**src/rtl/ram_dp_ctrl.sv**
```systemverilog
// Simple dual-port RAM: one write port with lane enables, one read port,
// selectable read-during-write policy, optional output register, zero-fill sequencer.
module ram_dp_ctrl #(
  parameter int unsigned mem_depth = 32,
  parameter int unsigned size      = 32,
  parameter int unsigned lane      = 8,
  parameter int unsigned bypass    = 0,
  parameter int unsigned out_reg   = 0,
  localparam int unsigned NL = size / lane,
  localparam int unsigned AW = $clog2(mem_depth)
) (
  input  logic            clock,
  input  logic            reset_n,
  input  logic [size-1:0] data_in,
  input  logic            wren,
  input  logic [NL-1:0]   be,
  input  logic [AW-1:0]   wraddress,
  input  logic            rden,
  input  logic [AW-1:0]   rdaddress,
  input  logic            clear,
  output logic [size-1:0] data_out,
  output logic            rd_valid,
  output logic            busy
);

  typedef enum logic {INIT, READY} state_e;

  localparam logic [AW:0]   DEPTH = (AW+1)'(mem_depth);
  localparam logic [AW-1:0] LAST  = AW'(mem_depth - 1);

  state_e          state_q, state_d;
  logic [AW-1:0]   ptr_q, ptr_d;
  logic [size-1:0] mem_q [mem_depth];

  logic            mem_we;
  logic [AW-1:0]   mem_addr;
  logic [size-1:0] mem_wdata;
  logic [NL-1:0]   mem_be;
  logic            wr_fire;
  logic            rd_fire;
  logic            wr_in_range;
  logic            rd_in_range;
  logic [size-1:0] rd_word;

  logic            st_valid;
  logic [size-1:0] st_data;
  logic            rd_valid_q, rd_valid_d;
  logic [size-1:0] data_out_q, data_out_d;

  assign wr_in_range = {1'b0, wraddress} < DEPTH;
  assign rd_in_range = {1'b0, rdaddress} < DEPTH;

  always_comb begin
    state_d   = state_q;
    ptr_d     = ptr_q;
    mem_we    = 1'b0;
    mem_addr  = wraddress;
    mem_wdata = data_in;
    mem_be    = be;
    wr_fire   = 1'b0;
    rd_fire   = 1'b0;
    case (state_q)
      INIT: begin
        mem_we    = 1'b1;
        mem_addr  = ptr_q;
        mem_wdata = '0;
        mem_be    = '1;
        if (ptr_q == LAST) begin
          state_d = READY;
          ptr_d   = '0;
        end else begin
          ptr_d = ptr_q + 1'b1;
        end
      end
      READY: begin
        if (clear) begin
          state_d = INIT;
          ptr_d   = '0;
        end else begin
          wr_fire = wren && wr_in_range;
          mem_we  = wr_fire;
          rd_fire = rden;
        end
      end
      default: state_d = INIT;
    endcase
  end

  // Read word, with lane-wise merge of the concurrent write when bypassing.
  always_comb begin
    rd_word = '0;
    if (rd_in_range) begin
      rd_word = mem_q[rdaddress];
    end
    if (bypass != 0 && wr_fire && wraddress == rdaddress) begin
      for (int unsigned i = 0; i < NL; i++) begin
        if (be[i]) begin
          rd_word[i*lane +: lane] = data_in[i*lane +: lane];
        end
      end
    end
  end

  always_ff @(posedge clock) begin
    if (mem_we) begin
      for (int unsigned i = 0; i < NL; i++) begin
        if (mem_be[i]) begin
          mem_q[mem_addr][i*lane +: lane] <= mem_wdata[i*lane +: lane];
        end
      end
    end
  end

  generate
    if (out_reg != 0) begin : g_pipe
      logic            pipe_valid_q, pipe_valid_d;
      logic [size-1:0] pipe_data_q, pipe_data_d;

      always_comb begin
        pipe_valid_d = rd_fire;
        pipe_data_d  = rd_fire ? rd_word : pipe_data_q;
      end

      // Not flushed by clear: an in-flight read still completes.
      always_ff @(posedge clock) begin
        if (!reset_n) begin
          pipe_valid_q <= 1'b0;
          pipe_data_q  <= '0;
        end else begin
          pipe_valid_q <= pipe_valid_d;
          pipe_data_q  <= pipe_data_d;
        end
      end

      assign st_valid = pipe_valid_q;
      assign st_data  = pipe_data_q;
    end else begin : g_nopipe
      assign st_valid = rd_fire;
      assign st_data  = rd_word;
    end
  endgenerate

  always_comb begin
    rd_valid_d = st_valid;
    data_out_d = st_valid ? st_data : data_out_q;
  end

  always_ff @(posedge clock) begin
    if (!reset_n) begin
      state_q    <= INIT;
      ptr_q      <= '0;
      rd_valid_q <= 1'b0;
      data_out_q <= '0;
    end else begin
      state_q    <= state_d;
      ptr_q      <= ptr_d;
      rd_valid_q <= rd_valid_d;
      data_out_q <= data_out_d;
    end
  end

  assign data_out = data_out_q;
  assign rd_valid = rd_valid_q;
  assign busy     = (state_q == INIT);

endmodule

```
**config.mk**
```make
export PLATFORM = sky130hd
export DESIGN_NAME = ram_dp_ctrl
export DESIGN_NICKNAME = d
export VERILOG_FILES = /design/src/rtl/ram_dp_ctrl.sv
export SDC_FILE = /design/constraint.sdc
export NUM_CORES = 1
export LEC_CHECK = 0
export ABC_AREA = 1
export BUFFER_PORTS_ARGS = -buffer_cell sky130_fd_sc_hd__buf_4
export CAP_MARGIN = 20
export CORE_ASPECT_RATIO = 1.2
export CORE_MARGIN = 5
export CORE_UTILIZATION = 50
export DETAILED_ROUTE_END_ITERATION = 10
export PLACE_DENSITY_LB_ADDON = 0.3
export SETUP_SLACK_MARGIN = 0.05
export SKIP_CTS_REPAIR_TIMING = 1
export SYNTH_ARGS = -nofsm -noshare
export SYNTH_HDL_FRONTEND = slang
export SYNTH_SLANG_ARGS = --single-unit
```
**constraint.sdc**
```tcl
create_clock -name clock -period 6.89 [get_ports clock]
set_clock_uncertainty 0.15 [all_clocks]
set_input_delay 0.3445 -clock clock [delete_from_list [all_inputs] [get_ports clock]]
set_output_delay 0.3445 -clock clock [all_outputs]
set_load 0.005 [all_outputs]
```
==> impl_metrics.toml, run 1 <==
[status]
status = "finished, final reports clean"

[final_layout]
finish.utilization_pct = 55.79
syn2layout_area_growth_pct = 11.07
final_common_cell = "nand2_1"
nets = 3863
drive_above_1_share_pct = 7.605
layout_common_cells = "nand2_1, edfxtp_1, nand3_1"

[route]
via_per_inst = 5.675
drc = 0
ant_nets = 0
drt_iter0_drc = 3301
num_vias = 28560
totalWireLength_um = 113900
firstDrtPassIters = 6
wire_per_inst_um = 22.63

[global_route]
grt_pass1_vias = 27570
grt.total_usage_pct = 23.93
antenna_found_initial = 3
grt_overflow = 0
grt_max_degree = 205
grt_pass1_wl_um = 169100

[timing]
layout_min_cycle_time_ps = 3960
hold_viol = 0
finalSetupViolations = 0
finalCritPeriodShare_pct = 57.47
tns_ps = 0
maxSlewHeadroom_pct = 20.69
rsz0062_at_grt = "no"
report.final.slew_viol_count = 0
tightestPinTransition_ps = 1190
max_freq_mhz = 252.5

[floorplan]
placementRows = 118
fp.dieW_um = 278.2
dieArea_mm2 = 0.09231
core_mm2 = 0.08593
io_pins = 85
initial_core_util_pct = 50.22
die_h_um = 331.8

[pwr]
irDropWorstVdd_mv = 0.2100
cellPowerDensity_mw_per_mm2 = 276.5
p_leak_uw = 0.01796

[clocking]
root_buffer = "clkbuf_16"
cts.clk_slew.worst_paths_ps = 60
clock_path_buffers = 3
numCtsBuffers = 99
cts_htree_levels = 3
clkLatencyLatePin_ps = 660
cts_tree = "built"
clock-sinks = 1063

[critical_path]
path_max_fanout = 41
arrival_ps = 4100
crit_path_end_kind = "register"
worstSetupStartpointType = "register"
critPathRequiredTime_ps = 7030
critical_path_class = "register to register"

[synthesis]
syn_nets = 3865
yosysUniqueCellTypes = 23
syn_area_per_cell_um2 = 11.32
syn-cell-area_mm2 = 0.04316
ys_ff_latch = 1063
yosysSeqAreaShare_pct = 73.06
ys_warn_count = 0
syn_inst = 3812

[placement]
place_hpwl_um = 64190
place.gp.congestion = 0.8236
io_buffers = 84

[worst_hold_path]
hp-class = "input pin to register"

[run]
drv_cap = 0
-- flip-flops by register name, summed over array words and instances (netlist names) --
register  flops
data_out     32
mem_q      1024
ptr_q         5
rd_valid      1
state_q       1
-- metrics by stage --
stage,total power [uW],worst slack [ps],area [um^2],std cells,hold slack (ps)
2_1_floorplan,7678,4688,43160,3812,298.3
4_1_cts,13300,3033,47880,5029,-259.9
6_report,13250,2930,47930,5033,52.63
3_5_place_dp,7903,3065,44660,4846,340.6
5_1_grt,13650,2731,47930,5032,66.87
3_3_place_gp,7891,3158,44660,4846,335.7
-- worst max-delay path: stages (launching register included) --
cell and delay [ps]:
dfxtp_2 1030, inv_2 310, or2_1 290, o21ai_1 210, inv_2 100, nor2_1 220
nand2_1 500, nor2_1 760
-- cell usage after synthesis --
cell         n  area, um^2
nor3_1       1       5.000
nor2_4       2       22.52
o21ai_0     33       165.2
edfxtp_1  1024       30750
dfxtp_1     39       780.8
a211oi_1     1       7.510
o21ai_1      4       20.02
nor2_2       1       6.260
ha_1         2       25.02
buf_2       84       420.4
o21ai_2      1       8.760
nor2_1     143       536.8
clkbuf_1   129       484.2
or2_1        4       25.02
nand2_1   1390        5218
buf_1       31       116.4
a21oi_1     41       205.2
clkinv_1     1       3.750
or2_0        1       6.260
nand3_1    833        4169
xor2_1       1       8.760
inv_1       40       150.1
inv_2        6       22.52
-- metal layers --
layer / share of wire [%] / vias to the layer above / global-route usage [%]
met5: 0.024 / - / 0
met4: 4.7 / 4 / 10.83
met3: 9.7 / 254 / 4.408
met2: 46 / 1444 / 36.93
met1: 40 / 13620 / 33.52
li1: - / 13240 / -
-- cell families (layout without fill, tap and decap cells) --
kind of cell / count (synthesis) / after routing / share of synthesized area (%)
AO/OA/AOI/OAI: 80 / 80 / 0.9423
XOR/XNOR: 1 / 1 / 0.02030
adder cells (fa/ha/maj): 2 / 2 / 0.05798
buffers and inverters: 291 / 371 / 2.775
flip-flops: 1063 / 1063 / 73.06
other: 0 / 1 / 0
AND/OR/NAND/NOR: 2375 / 2375 / 23.14
-- final timing paths --
kind / from / endpoint / slack, ps / cells after the start
worst max-delay path: state_q / mem_q[10][10] / 2930 / 7
worst min-delay path: reset_n / data_out[23] / 50 / 3
worst max register to register: state_q / mem_q[10][10] / 2930 / 7
worst min register to register: ptr_q[4] / ptr_q[4] / 350 / 2
-- cell type report --
type                       count  area [um^2]
timing repair buffer         141         1111
tap                         1140         1426
sequential                  1063        31530
inverter                      47        193.9
clock inverter                57        575.6
fill                        7123        37990
multi-input combinational   2458        10440
clock buffer                 126         2650
antenna                        1        2.502
-- power by group --
part	total, uW	internal [uW]	switching, uW	leakage (uW)
logic	704	195	509	0.00719
clock network	5480	3130	2350	0.00157
registers	7070	7050	18.0	0.00921
total	13300	10400	2870	0.0180
No activity file was read; power rests on OpenSTA's default activity.
==> run 2, diff against run 1 <==
clock period = 4.1 ns   (was 6.89 ns; I/O delays follow)
==> run 2 against run 1 <==
Net effect: routed wire length shrank 0.21%; clock power grew 70%; register-to-register slack lost 2300 ps; count of clock-buffer cells in the layout grew 2; final area grew 0.57%; combinational power grew 70%; critical path type unchanged; worst hold slack lost 20 ps; utilization grew 0.32 points; setup slack lost 2300 ps.
==> impl_metrics.toml, run 2 (synthesized netlist as in run 1, its figures left out) <==
[status]
status = "finished, final reports clean"

[floorplan]
dieArea_mm2 = 0.09231
fp.dieW_um = 278.2
placementRows = 118
io_pins = 85
die_h_um = 331.8
core_mm2 = 0.08593
initial_core_util_pct = 50.22

[clocking]
clock-sinks = 1063
clkLatencyLatePin_ps = 670
cts_htree_levels = 3
clock_path_buffers = 3
cts_tree = "built"
numCtsBuffers = 96
cts.clk_slew.worst_paths_ps = 60
root_buffer = "clkbuf_16"

[pwr]
pwr-share-comb_pct = 5.3
cellPowerDensity_mw_per_mm2 = 464.9
p_switching_uw = 4780
share_seq_of_total_power_pct = 53.0
p_int_uw = 17630
swShare_pct = 21.33
power_frac_clock_pct = 41.6
irDropWorstVdd_mv = 0.2937
power_uw = 22410
p_leak_uw = 0.01807

[route]
firstDrtPassIters = 6
wire_per_inst_um = 22.56
drc = 0
drt_iter0_drc = 3299
via_per_inst = 5.678
totalWireLength_um = 113700
ant_nets = 0
num_vias = 28610

[final_layout]
drive_above_1_share_pct = 7.925
largest_reg_flops = 1024
syn2layout_area_growth_pct = 11.70
final_area_mm2 = 0.04821
largest-register = "mem_q"
final_common_cell = "nand2_1"
layout_common_cells = "nand2_1, edfxtp_1, nand3_1"
diodes = 0
nets = 3869

[critical_path]
cp_slowest_cell = "nor2_1"
critical_path_class = "register to register"
r2r_slack_ps = 620
path_buf_inv = 1
crit_path_end_kind = "register"
crit_top_cell = "nor2_1"
cpPeakStageDelay_ps = 740
worstPathCellList = "buf_4 -> o21ai_1 -> nor2_1 -> nand2_1 -> nor2_1"
arrival_ps = 3620
critPathRequiredTime_ps = 4240
path_max_fanout = 25
critical_path.top_delay_family = "simple AND/OR/NAND/NOR gates"
worstSetupStartpointType = "register"

[timing]
tns_ps = 0
maxSlewHeadroom_pct = 28.45
finalSetupViolations = 0
hold_viol = 0
finalCritPeriodShare_pct = 84.91
rsz0062_at_grt = "no"
report.final.slew_viol_count = 0
fin_ws_ps = 618.7
max_freq_mhz = 287.2
layout_min_cycle_time_ps = 3481
tightestPinTransition_ps = 1072
holdWs_ps = 32.19

[global_route]
grt_util_met3_pct = 4.127
grt_overflow = 0
grt_pass1_wl_um = 169700
top_usage_layer = "met2"
antenna_found_initial = 0
use_met1_pct = 33.08
grt_max_degree = 169
grt_pass1_vias = 27510
grt.total_usage_pct = 24.06
grt_use_met2_pct = 38.84

[worst_hold_path]
hp-class = "input pin to register"

[placement]
post-place-ws_ps = 713.9
placed_area_mm2 = 0.04483
place.gp.congestion = 0.8373
place_hpwl_um = 66490
io_buffers = 84

[run]
drv_cap = 0
run 2: cell types whose count changed in the layout (fill, tap and decap cells not counted), sizes merged, moves of 3 or more:
cell,previous run,this run
buf,139,146
inv,52,47
clkinv,37,33
clkinvlp,4,7
run 2: worst min-delay path, cell delays in order:
cell,delay [ps]
buf_4,270
nand3_1,150
nand2_1,50
a21oi_1,100
run 2: path summary, 6_finish.rpt:
| check | start | endpoint | cells past startpoint |
|---|---|---|---|
| setup / recovery | state_q | mem_q[11][11] | 5 |
| hold / removal | rdaddress[4] | data_out[23] | 4 |
| setup reg to reg | state_q | mem_q[11][11] | 5 |
| hold reg to reg | ptr_q[1] | ptr_q[1] | 2 |
run 2: metal layers:
| layer | part of all wire (%) | up-vias |
|---|---|---|
| li1 | - | 13240 |
| met1 | 39 | 13760 |
| met2 | 47 | 1399 |
| met3 | 9.4 | 219 |
| met4 | 4.0 | 0 |
| met5 | 0 | - |
run 2: power by group through the flow:
stage | registers [uW] | clock network (uW) | logic [uW]
global placement | 12100 | 0 | 1160
finish | 11900 | 9330 | 1200
floorplan | 12100 | 0 | 797
global route | 11900 | 9870 | 1320
detailed placement | 12100 | 0 | 1180
CTS | 11900 | 9410 | 1180
run 2: area by class of cell:
cell class | count | area (um^2)
clock buffers | 128 | 2690
clock inverters | 53 | 616.8
fillers | 7104 | 37720
inverters | 47 | 193.9
multi-input cells | 2458 | 10450
flip-flops and latches | 1063 | 31530
well taps | 1140 | 1426
repair buffers | 150 | 1296
run 2: metrics by stage:
step           std cells  util (%)
5_1_grt             5039     56.10
3_5_place_dp        4853     52.17
4_1_cts             5034     56.02
6_report            5039     56.10
2_1_floorplan       3812         -
3_3_place_gp        4853     52.17
